`src/rtl/codec_pkg.sv`:
```
// codec_pkg
// Shared definitions for the codec audio paths: default sample width,
// receive-side state encoding and the standard BCLK/LRCK divider ratios.
// The divider ratios are expressed in aud_xck cycles per half-period.
// The DAC path and clock-model benches use them to generate or predict
// BCLK and LRCK.
package codec_pkg;

    // Default bits captured per channel.
    localparam int SAMPLE_WIDTH_DEFAULT = 16;

    // BCLK toggles every BCLK_DIVIDER master clocks.
    // LRCK toggles every LRCK_DIVIDER master clocks.
    localparam int BCLK_DIVIDER = 36;
    localparam int LRCK_DIVIDER = 1152;

    // Receive framing states.
    typedef enum logic [1:0] {
        IDLE  = 2'd0,
        LEFT  = 2'd1,
        RIGHT = 2'd2
    } rx_state_t;

endpackage

```
`src/rtl/codec_pin_sampler.sv`:
```
// codec_pin_sampler
// Brings the codec serial pins into the aud_xck domain through a two-flop
// synchronizer. It then registers the BCLK rise and LRCK rise/fall events.
// The data bit is delayed by the same amount as the events, so the bit that
// accompanies bclk_rise_o is the one present when BCLK rose.
// Total pin-to-event latency is 3 clk.
//
// Ports:
//   clk          in   codec master clock
//   rst          in   synchronous active-high reset
//   bclk_i       in   raw BCLK pin
//   lrck_i       in   raw ADC LRCK pin
//   dat_i        in   raw ADC data pin
//   bclk_rise_o  out  one-cycle BCLK rising-edge event
//   lrck_rise_o  out  one-cycle LRCK rising-edge event (left slot start)
//   lrck_fall_o  out  one-cycle LRCK falling-edge event (right slot start)
//   dat_o        out  data bit aligned with the events
module codec_pin_sampler (
    input  logic clk,
    input  logic rst,
    input  logic bclk_i,
    input  logic lrck_i,
    input  logic dat_i,
    output logic bclk_rise_o,
    output logic lrck_rise_o,
    output logic lrck_fall_o,
    output logic dat_o
);

    // Bit order in the packed synchronizer vectors is {bclk, lrck, dat}.
    logic [2:0] sync1_q;
    logic [2:0] sync2_q;
    logic       bclkPrev_q;
    logic       lrckPrev_q;
    logic       bclkRise_q;
    logic       lrckRise_q;
    logic       lrckFall_q;
    logic       dat_q;

    // Synchronizer chain followed by registered edge detection.
    // The prev flops hold the previous synchronized level. An edge is flagged
    // when the synchronized level differs from it.
    always_ff @(posedge clk) begin
        if (rst) begin
            sync1_q    <= '0;
            sync2_q    <= '0;
            bclkPrev_q <= 1'b0;
            lrckPrev_q <= 1'b0;
            bclkRise_q <= 1'b0;
            lrckRise_q <= 1'b0;
            lrckFall_q <= 1'b0;
            dat_q      <= 1'b0;
        end else begin
            sync1_q    <= {bclk_i, lrck_i, dat_i};
            sync2_q    <= sync1_q;
            bclkPrev_q <= sync2_q[2];
            lrckPrev_q <= sync2_q[1];
            bclkRise_q <= sync2_q[2] & ~bclkPrev_q;
            lrckRise_q <= sync2_q[1] & ~lrckPrev_q;
            lrckFall_q <= ~sync2_q[1] & lrckPrev_q;
            dat_q      <= sync2_q[0];
        end
    end

    assign bclk_rise_o = bclkRise_q;
    assign lrck_rise_o = lrckRise_q;
    assign lrck_fall_o = lrckFall_q;
    assign dat_o       = dat_q;

endmodule

```
`src/rtl/codec_adc_receiver.sv`:
```
// codec_adc_receiver
// Deserializes left-justified stereo ADC data (LRCK high = left, MSB first)
// into parallel left/right pairs. The pairs are offered through a one-entry
// valid/ready output register.
// If a slot is cut short, the missing LSBs are zero-filled.
// If a new frame arrives while one is still unconsumed, the new frame
// overwrites it and overrun pulses.
//
// Ports:
//   clk           in   codec master clock (aud_xck)
//   rst           in   synchronous active-high reset
//   enable        in   capture enable; capture starts only at an LRCK rise
//   aud_bclk      in   bit clock
//   aud_adclrck   in   ADC LR clock, high = left
//   aud_adcdat    in   serial ADC data
//   left_sample   out  left word of the held frame
//   right_sample  out  right word of the held frame
//   sample_valid  out  output register holds an unconsumed frame
//   sample_ready  in   consumer accepts the frame
//   overrun       out  one-cycle pulse when an unconsumed frame is replaced
module codec_adc_receiver
    import codec_pkg::*;
#(
    parameter int SAMPLE_WIDTH = SAMPLE_WIDTH_DEFAULT
) (
    input  logic                    clk,
    input  logic                    rst,
    input  logic                    enable,
    input  logic                    aud_bclk,
    input  logic                    aud_adclrck,
    input  logic                    aud_adcdat,
    output logic [SAMPLE_WIDTH-1:0] left_sample,
    output logic [SAMPLE_WIDTH-1:0] right_sample,
    output logic                    sample_valid,
    input  logic                    sample_ready,
    output logic                    overrun
);

    localparam int CNT_W = $clog2(SAMPLE_WIDTH + 1);
    localparam logic [CNT_W-1:0] CNT_ONE  = CNT_W'(1);
    localparam logic [CNT_W-1:0] CNT_FULL = CNT_W'(SAMPLE_WIDTH);
    localparam logic [CNT_W-1:0] CNT_LAST = CNT_W'(SAMPLE_WIDTH - 1);

    logic bclkRise;
    logic lrckRise;
    logic lrckFall;
    logic adcDat;

    rx_state_t               state_q, state_d;
    logic [CNT_W-1:0]        bitCnt_q, bitCnt_d;
    logic [SAMPLE_WIDTH-1:0] shift_q, shift_d;
    logic [SAMPLE_WIDTH-1:0] leftWord_q, leftWord_d;
    logic [SAMPLE_WIDTH-1:0] leftSample_q, leftSample_d;
    logic [SAMPLE_WIDTH-1:0] rightSample_q, rightSample_d;
    logic                    valid_q, valid_d;
    logic                    overrun_q, overrun_d;

    logic [SAMPLE_WIDTH-1:0] shiftIn;
    logic [SAMPLE_WIDTH-1:0] zeroFilled;
    logic [SAMPLE_WIDTH-1:0] slotStartShift;
    logic [CNT_W-1:0]        slotStartCnt;
    logic [SAMPLE_WIDTH-1:0] commitRight;
    logic                    commit;

    codec_pin_sampler u_pin_sampler (
        .clk         (clk),
        .rst         (rst),
        .bclk_i      (aud_bclk),
        .lrck_i      (aud_adclrck),
        .dat_i       (aud_adcdat),
        .bclk_rise_o (bclkRise),
        .lrck_rise_o (lrckRise),
        .lrck_fall_o (lrckFall),
        .dat_o       (adcDat)
    );

    // The shift register fills from the LSB end.
    // A word latched early is shifted up so the received bits land in the
    // MSBs and zeros fill the LSBs.
    // A BCLK rise in the same cycle as an LRCK edge is bit 0 of the new slot.
    // That is why a slot can start with one bit already captured.
    assign shiftIn        = {shift_q[SAMPLE_WIDTH-2:0], adcDat};
    assign zeroFilled     = shift_q << (CNT_FULL - bitCnt_q);
    assign slotStartShift = bclkRise ? {{(SAMPLE_WIDTH-1){1'b0}}, adcDat} : '0;
    assign slotStartCnt   = bclkRise ? CNT_ONE : '0;

    // Framing FSM and output-register next-state logic.
    // The output register is updated independently of framing, so dropping
    // enable never disturbs a frame that is waiting for the consumer.
    always_comb begin
        state_d       = state_q;
        bitCnt_d      = bitCnt_q;
        shift_d       = shift_q;
        leftWord_d    = leftWord_q;
        commit        = 1'b0;
        commitRight   = zeroFilled;

        unique case (state_q)
            IDLE: begin
                if (enable && lrckRise) begin
                    state_d  = LEFT;
                    bitCnt_d = slotStartCnt;
                    shift_d  = slotStartShift;
                end
            end
            LEFT: begin
                if (!enable) begin
                    state_d  = IDLE;
                    bitCnt_d = '0;
                end else if (lrckFall) begin
                    leftWord_d = zeroFilled;
                    state_d    = RIGHT;
                    bitCnt_d   = slotStartCnt;
                    shift_d    = slotStartShift;
                end else if (bclkRise && bitCnt_q < CNT_FULL) begin
                    shift_d  = shiftIn;
                    bitCnt_d = bitCnt_q + CNT_ONE;
                end
            end
            RIGHT: begin
                if (!enable) begin
                    state_d  = IDLE;
                    bitCnt_d = '0;
                end else if (lrckRise) begin
                    // Short right slot: commit now and start the next left slot.
                    commit      = 1'b1;
                    commitRight = zeroFilled;
                    state_d     = LEFT;
                    bitCnt_d    = slotStartCnt;
                    shift_d     = slotStartShift;
                end else if (bclkRise && bitCnt_q < CNT_FULL) begin
                    shift_d  = shiftIn;
                    bitCnt_d = bitCnt_q + CNT_ONE;
                    if (bitCnt_q == CNT_LAST) begin
                        commit      = 1'b1;
                        commitRight = shiftIn;
                        state_d     = IDLE;
                        bitCnt_d    = '0;
                    end
                end
            end
            default: begin
                state_d  = IDLE;
                bitCnt_d = '0;
            end
        endcase

        leftSample_d  = leftSample_q;
        rightSample_d = rightSample_q;
        valid_d       = valid_q;
        overrun_d     = 1'b0;
        if (commit) begin
            leftSample_d  = leftWord_q;
            rightSample_d = commitRight;
            valid_d       = 1'b1;
            overrun_d     = valid_q && !sample_ready;
        end else if (valid_q && sample_ready) begin
            valid_d = 1'b0;
        end
    end

    // All state and outputs are registered here.
    always_ff @(posedge clk) begin
        if (rst) begin
            state_q       <= IDLE;
            bitCnt_q      <= '0;
            shift_q       <= '0;
            leftWord_q    <= '0;
            leftSample_q  <= '0;
            rightSample_q <= '0;
            valid_q       <= 1'b0;
            overrun_q     <= 1'b0;
        end else begin
            state_q       <= state_d;
            bitCnt_q      <= bitCnt_d;
            shift_q       <= shift_d;
            leftWord_q    <= leftWord_d;
            leftSample_q  <= leftSample_d;
            rightSample_q <= rightSample_d;
            valid_q       <= valid_d;
            overrun_q     <= overrun_d;
        end
    end

    assign left_sample  = leftSample_q;
    assign right_sample = rightSample_q;
    assign sample_valid = valid_q;
    assign overrun      = overrun_q;

endmodule

```
`config.mk`:
```
export PLATFORM = sky130hd
export DESIGN_NAME = codec_adc_receiver
export DESIGN_NICKNAME = d
export VERILOG_FILES = /design/src/rtl/codec_pkg.sv /design/src/rtl/codec_pin_sampler.sv /design/src/rtl/codec_adc_receiver.sv
export SDC_FILE = /design/constraint.sdc
export NUM_CORES = 1
export LEC_CHECK = 0
export CAP_MARGIN = 40
export CELL_PAD_IN_SITES_DETAIL_PLACEMENT = 1
export CELL_PAD_IN_SITES_GLOBAL_PLACEMENT = 2
export CORE_AREA = 2 2 120 122
export CTS_BUF_LIST = sky130_fd_sc_hd__clkbuf_16
export DETAILED_ROUTE_END_ITERATION = 16
export DIE_AREA = 0 0 122 124
export MAX_ROUTING_LAYER = met4
export PLACE_DENSITY = 0.73
export SYNTH_ARGS = -nofsm -noshare
export SYNTH_HDL_FRONTEND = slang
export SYNTH_SLANG_ARGS = --single-unit
```
`constraint.sdc`:
```
create_clock -name clk -period 2.8 [get_ports clk]
set_input_delay 0.84 -clock clk [delete_from_list [all_inputs] [get_ports clk]]
set_output_delay 0.84 -clock clk [all_outputs]
set_load 0.02 [all_outputs]
```
Word-level counts from Yosys, hierarchy flattened
Cells that the tools add are included.
- register bits: 85
- input bits: 7
- add/sub/neg operators: 2
- order comparisons: 1
- equal/unequal tests: 10
- shifts and indexed selects: 1
- mux-type cells: 38
- bitwise gates (word level): 7
- reductions and logical operators: 13
- operators by type and width (kind ; number):
    $mux 16 ; 11
    $pmux 16 s3 ; 1
    $mux 5 ; 8
    $shl 16x5->16 ; 1
    $pmux 5 s3 ; 1
    $mux 2 ; 7
    $ne 4x3->1 const B ; 3
    $mux 1 ; 9
    $reduce_and 4->1 ; 2
    $ne 2x2->1 const B ; 3
    $pmux 2 s3 ; 1
    $reduce_and 3->1 ; 2
    $add 5x1->5 const B ; 1
    $eq 5x4->1 const B ; 1
    $lt 5x5->1 const B ; 1
    $sub 5x5->5 const A ; 1
    $logic_and 1x1->1 ; 4
    $not 1->1 ; 4
    $and 1x1->1 ; 3
    $ne 3x2->1 const B ; 1
    $reduce_bool 3->1 ; 1
    $eq 2x1->1 const B ; 1
    $eq 2x2->1 const B ; 1
    $logic_not 2->1 ; 1
    3 further kinds ; 3

Logic depth before layout (Yosys ltp)
- depth in word-level cells: 8
- gate-level depth with buffers: 13
- mapped depth without buffers: 9

Hierarchy
Synthesis repeated with hierarchy kept, for this count alone.
- cells, all modules: 481
- area, all modules: 4195.3 um2
- modules (own cells, without submodules) (module ; instances ; cells an instance ; area an instance (um2)):
    codec_adc_receiver ; 1 ; 456 ; 3849.9
    codec_pin_sampler ; 1 ; 25 ; 345.3

Least setup slack after synthesis
No wires, ideal clock.
- path type: register to register
- start point: reg bitCnt_q[0]
- end point: reg rightSample_q[14], in the netlist right_sample[14]
- arrival time: 2.721 ns
- required time: 2.678 ns
- path slack: -0.043 ns
- cell stages (with the launch flop): 12
- path buffers: 4
- clock period less this slack: 2.843 ns
- cells stage by stage: dfxtp_1 buf_4 buf_4 buf_4 inv_1 ha_1 buf_2 mux2_2 mux4_2 a2bb2oi_1 nor2_1 a221o_1
- cells in the longest elaborated chain, start to end: 7
- ends and longest elaborated chain (what ; line ; text):
    start: declaration ; codec_adc_receiver.sv:50 ; logic [CNT_W-1:0] bitCnt_q, bitCnt_d;
    start signal: assignment ; codec_adc_receiver.sv:175 ; bitCnt_q <= bitCnt_d;
    $sub 5x5->5 ; codec_adc_receiver.sv:83 ; assign zeroFilled = shift_q << (CNT_FULL - bitCnt_q);
    $shl 16x5->16 ; codec_adc_receiver.sv:83 ;
    $mux 16 ; codec_adc_receiver.sv:134 ; if (bitCnt_q == CNT_LAST) begin
    $mux 16 ; codec_adc_receiver.sv:131 ; end else if (bclkRise && bitCnt_q < CNT_FULL) begin
    $mux 16 ; codec_adc_receiver.sv:124 ; end else if (lrckRise) begin
    $mux 16 ; codec_adc_receiver.sv:121 ; if (!enable) begin
    $mux 16 ; codec_adc_receiver.sv:98 ; unique case (state_q)
    end signal: assignment ; codec_adc_receiver.sv:179 ; rightSample_q <= rightSample_d;
    end: declaration ; codec_adc_receiver.sv:54 ; logic [SAMPLE_WIDTH-1:0] rightSample_q, rightSample_d;
Several ways; a longest one is shown, not always the timed one.
A chain may end at the register's enable or synchronous reset.

Worst setup path after layout
- start point: reg bitCnt_q[0]
- end point: reg rightSample_q[6], in the netlist right_sample[6]
The elaborated chain is that of the path after synthesis.

==> flow_summary.yaml <==
setup_path:
  crit_end: "right_sample[6]$_SDFFE_PP0P_"
  path_max_fanout: 10
  rr_worst_depth: 9
  critPathLaunchType: "flop"
  critPathKind: "flop to flop"
  r2r_slack_ns: 0.19
  crit_path_frequent_cell: "ha_1"
  startpoint: "bitCnt_q[0]$_SDFFE_PP0P_"
  crit_family: "simple AND/OR/NAND/NOR gates"
  crit_arrival_ns: 2.83
  rr_startpoint: "bitCnt_q[0]$_SDFFE_PP0P_"
  critPathCaptureType: "flop"
  crit_chain: "ha_1 -> nand3_1 -> inv_1 -> ha_1 -> nand2_1 -> nor3_4 -> o211ai_4 -> a221oi_1 -> nor3_2"
  reg2reg_to: "right_sample[6]$_SDFFE_PP0P_"
  slowest_delay_ns: 0.48
  critPathRequiredTime_ns: 3.02
  cp.depth: 9
  crit_slowest_cell: "a221oi_1"
  critPathBufInv: 1
sta:
  tns_ns: 0
  timing.fmax_ghz: 0.383
  skew_ns: 0.00632
  relSlewSlack_pct: 57.0
  rsz0062_at_grt: "false"
  period_share_pct: 93.3
  hold_violations: 0
  finalSetupViolCount: 0
  slew_violations: 0
  setup_slack_ns: 0.188
  period_minus_slack_ns: 2.61
  tightestPinTransition_ns: 0.638
power_and_ir_drop:
  p_switching_mw: 0.659
  combPwrFrac_pct: 8.5
  p_seq_share_pct: 46.2
  leakage_nw: 1.84
  pwr-share-clk_pct: 45.2
  internal_power_mw: 2.00
  power_mw: 2.66
  power.density_nw_per_um2: 508
  ir_drop_mv: 0.272
  p_sw_share_pct: 24.8
global_routing:
  grt_pass1_vias: 3666
  grt_usage_pct: 17.6
  grt_pass1_wl_microns: 19800
  gr-total-overflow: 0
  grt_max_degree: 74
  grt_antenna_before_repair: 0
synthesis:
  ys_seq_area_share_pct: 39.5
  synth_top_area_share_pct: 39.5
  async_flop_share_pct: 0
  synth-seq-cells: 85
  synth_flop_cell: "dfxtp_1"
  synthCells: 469
  synth_area_sq_um: 4310
  yosysTopAreaCell: "dfxtp_1"
  synthesis.nets: 485
  syn_area_per_cell_sq_um: 9.18
  yosysWarnings: 0
  synth_area_leaders: "dfxtp_1 (40%), mux4_2 (7.3%), nor2_1 (4.6%)"
  synth_enable_flop_cells: 0
  synth_cell_types: 53
worst_hold_path:
  hold_path_depth: 1
  hp-class: "flop to flop"
final_layout:
  num-fill-cells: 1573
  layout.nets: 524
  drive_above_1_share_pct: 15.0
  fin_area_sq_um: 5240
  final_common_cell: "dfxtp_1"
  layout_common_cells: "dfxtp_1 (85), nor2_1 (53), nand2_1 (51)"
  area_delta_synth_final_pct: 21.7
  n_antenna_cell: 0
cts:
  cts_buffer_depth: 2
  cts_made_buffers: 9
  cts_tree: "done"
  worst_skew_pair.late_latency_ns: 0.35
  path_clk_slew_ns: 0.06
  cts_setup_buffers: 0
  cts-root-buf: "clkbuf_16"
  htreeDepth: 3
  cts_hold_buf: 0
  cts.sink_count: 85
  ctsResizeCount: 0
outcome:
  outcome: "finished, final reports clean"
route:
  highest_layer: "met4"
  ant_nets: 0
  viasPerCell: 5.16
  drt-met1-wl_microns: 5860
  met2_length_microns: 5880
  vias: 3577
  drt_wl_total_microns: 12200
  dr.pass1.iters: 4
  drt_iter0_drc: 198
  route.detailed.drc: 0
  wl_met3_microns: 298
  wire_per_inst_microns: 17.7
placement:
  port_buffers: 40
  dp_slack_ns: 0.0635
  dpl_cell_area_sq_um: 4930
  dpl.hpwl_microns: 8870
  gp_congestion: 0.897
floorplan:
  core_area_sq_um: 13700
  dieHeight_microns: 124
  die-width_microns: 122
  row_count: 43
  start_util_pct: 31.4
  ioPinCount: 41
  die_area_sq_um: 15100
flow_run:
  maxCapViolCount: 0
-- worst register-to-register path, stage by stage (launching register included) --
cell      delay [ns]
dfxtp_1         0.44
ha_1            0.22
nand3_1         0.12
inv_1           0.09
ha_1            0.25
nand2_1         0.23
nor3_4          0.35
o211ai_4        0.23
a221oi_1        0.49
nor3_2          0.08
-- power groups by stage --
| stage | registers (mW) | clock network, mW | logic, mW |
|---|---|---|---|
| 2_1_floorplan | 1.25 | 0 | 0.159 |
| 3_3_place_gp | 1.26 | 0 | 0.222 |
| 3_5_place_dp | 1.26 | 0 | 0.226 |
| 4_1_cts | 1.23 | 1.23 | 0.227 |
| 5_1_grt | 1.23 | 1.29 | 0.251 |
| 6_report | 1.23 | 1.20 | 0.226 |
-- per-stage QoR --
| step | std cells | hold slack [ns] | util, % |
|---|---|---|---|
| 2_1_floorplan | 469 | 0.367 | - |
| 3_3_place_gp | 677 | 0.374 | 36.0 |
| 3_5_place_dp | 677 | 0.376 | 36.0 |
| 4_1_cts | 693 | 0.389 | 38.1 |
| 5_1_grt | 693 | 0.396 | 38.2 |
| 6_report | 693 | 0.386 | 38.2 |
-- area by class of cell --
class                   instances  area [sq um]  area share, %
well taps                     180           225           4.30
clock buffers                   9           225           4.30
clock inverters                 7          72.6           1.38
inverters                      11          41.3          0.788
flip-flops and latches         85          1700           32.5
repair buffers                 64           601           11.5
multi-input cells             337          2380           45.3
-- Yosys cell counts, types with 6 or more instances --
master / count
clkbuf_1: 19
a22oi_1: 16
o21ai_0: 13
buf_2: 7
inv_1: 11
ha_1: 9
a211oi_1: 8
nor2b_1: 16
dfxtp_1: 85
nand2_1: 51
nor3_1: 9
nor2_1: 53
mux4_2: 14
mux2i_1: 17
a21oi_1: 37
nand3b_1: 6
nand3_1: 12
-- state kept, by name, indices dropped and copies added, names as in the netlist --
name / count
bitCnt_q: 5
shift_q: 16
u_pin_sampler.lrckPrev_q: 1
u_pin_sampler.sync1_q: 3
overrun: 1
u_pin_sampler.bclkPrev_q: 1
u_pin_sampler.sync2_q: 3
right_sample: 16
leftWord_q: 16
u_pin_sampler.lrck_rise_o: 1
left_sample: 16
state_q: 2
u_pin_sampler.dat_o: 1
u_pin_sampler.bclk_rise_o: 1
sample_valid: 1
u_pin_sampler.lrck_fall_o: 1
-- worst min-delay path by stage --
stage	slack, ns	startpoint	endpoint
global route	0.40	u_pin_sampler.bclkPrev_q$_SDFF_PP0_	u_pin_sampler.bclk_rise_o$_SDFF_PP0_
CTS	0.39	u_pin_sampler.bclkPrev_q$_SDFF_PP0_	u_pin_sampler.bclk_rise_o$_SDFF_PP0_
global placement	0.37	u_pin_sampler.bclkPrev_q$_SDFF_PP0_	u_pin_sampler.bclk_rise_o$_SDFF_PP0_
floorplan	0.37	u_pin_sampler.bclkPrev_q$_SDFF_PP0_	u_pin_sampler.bclk_rise_o$_SDFF_PP0_
detailed placement	0.38	u_pin_sampler.bclkPrev_q$_SDFF_PP0_	u_pin_sampler.bclk_rise_o$_SDFF_PP0_
finish	0.39	u_pin_sampler.bclkPrev_q$_SDFF_PP0_	u_pin_sampler.bclk_rise_o$_SDFF_PP0_
-- routing by layer --
| layer | vias up | GRT usage [%] |
|---|---|---|
| met1 | 1758 | 22.8 |
| met2 | 50 | 27.8 |
| met3 | 14 | 2.75 |
| met5 | - | - |
| met4 | 0 | 6.54 |
| li1 | 1755 | - |
-- cells by family (layout without fill, tap and decap cells) --
group	after synthesis	after routing	share of synthesized area, %
adders and majority gates	9	9	2.61
muxes	36	36	12.6
buffers and inverters	47	91	5.55
and+or+nand+nor	181	181	22.0
DFF	85	85	39.5
xor gates and xnor gates	1	1	0.639
AOI/OAI and AO/OA	110	110	17.1
(Power assumes the default switching activity.)
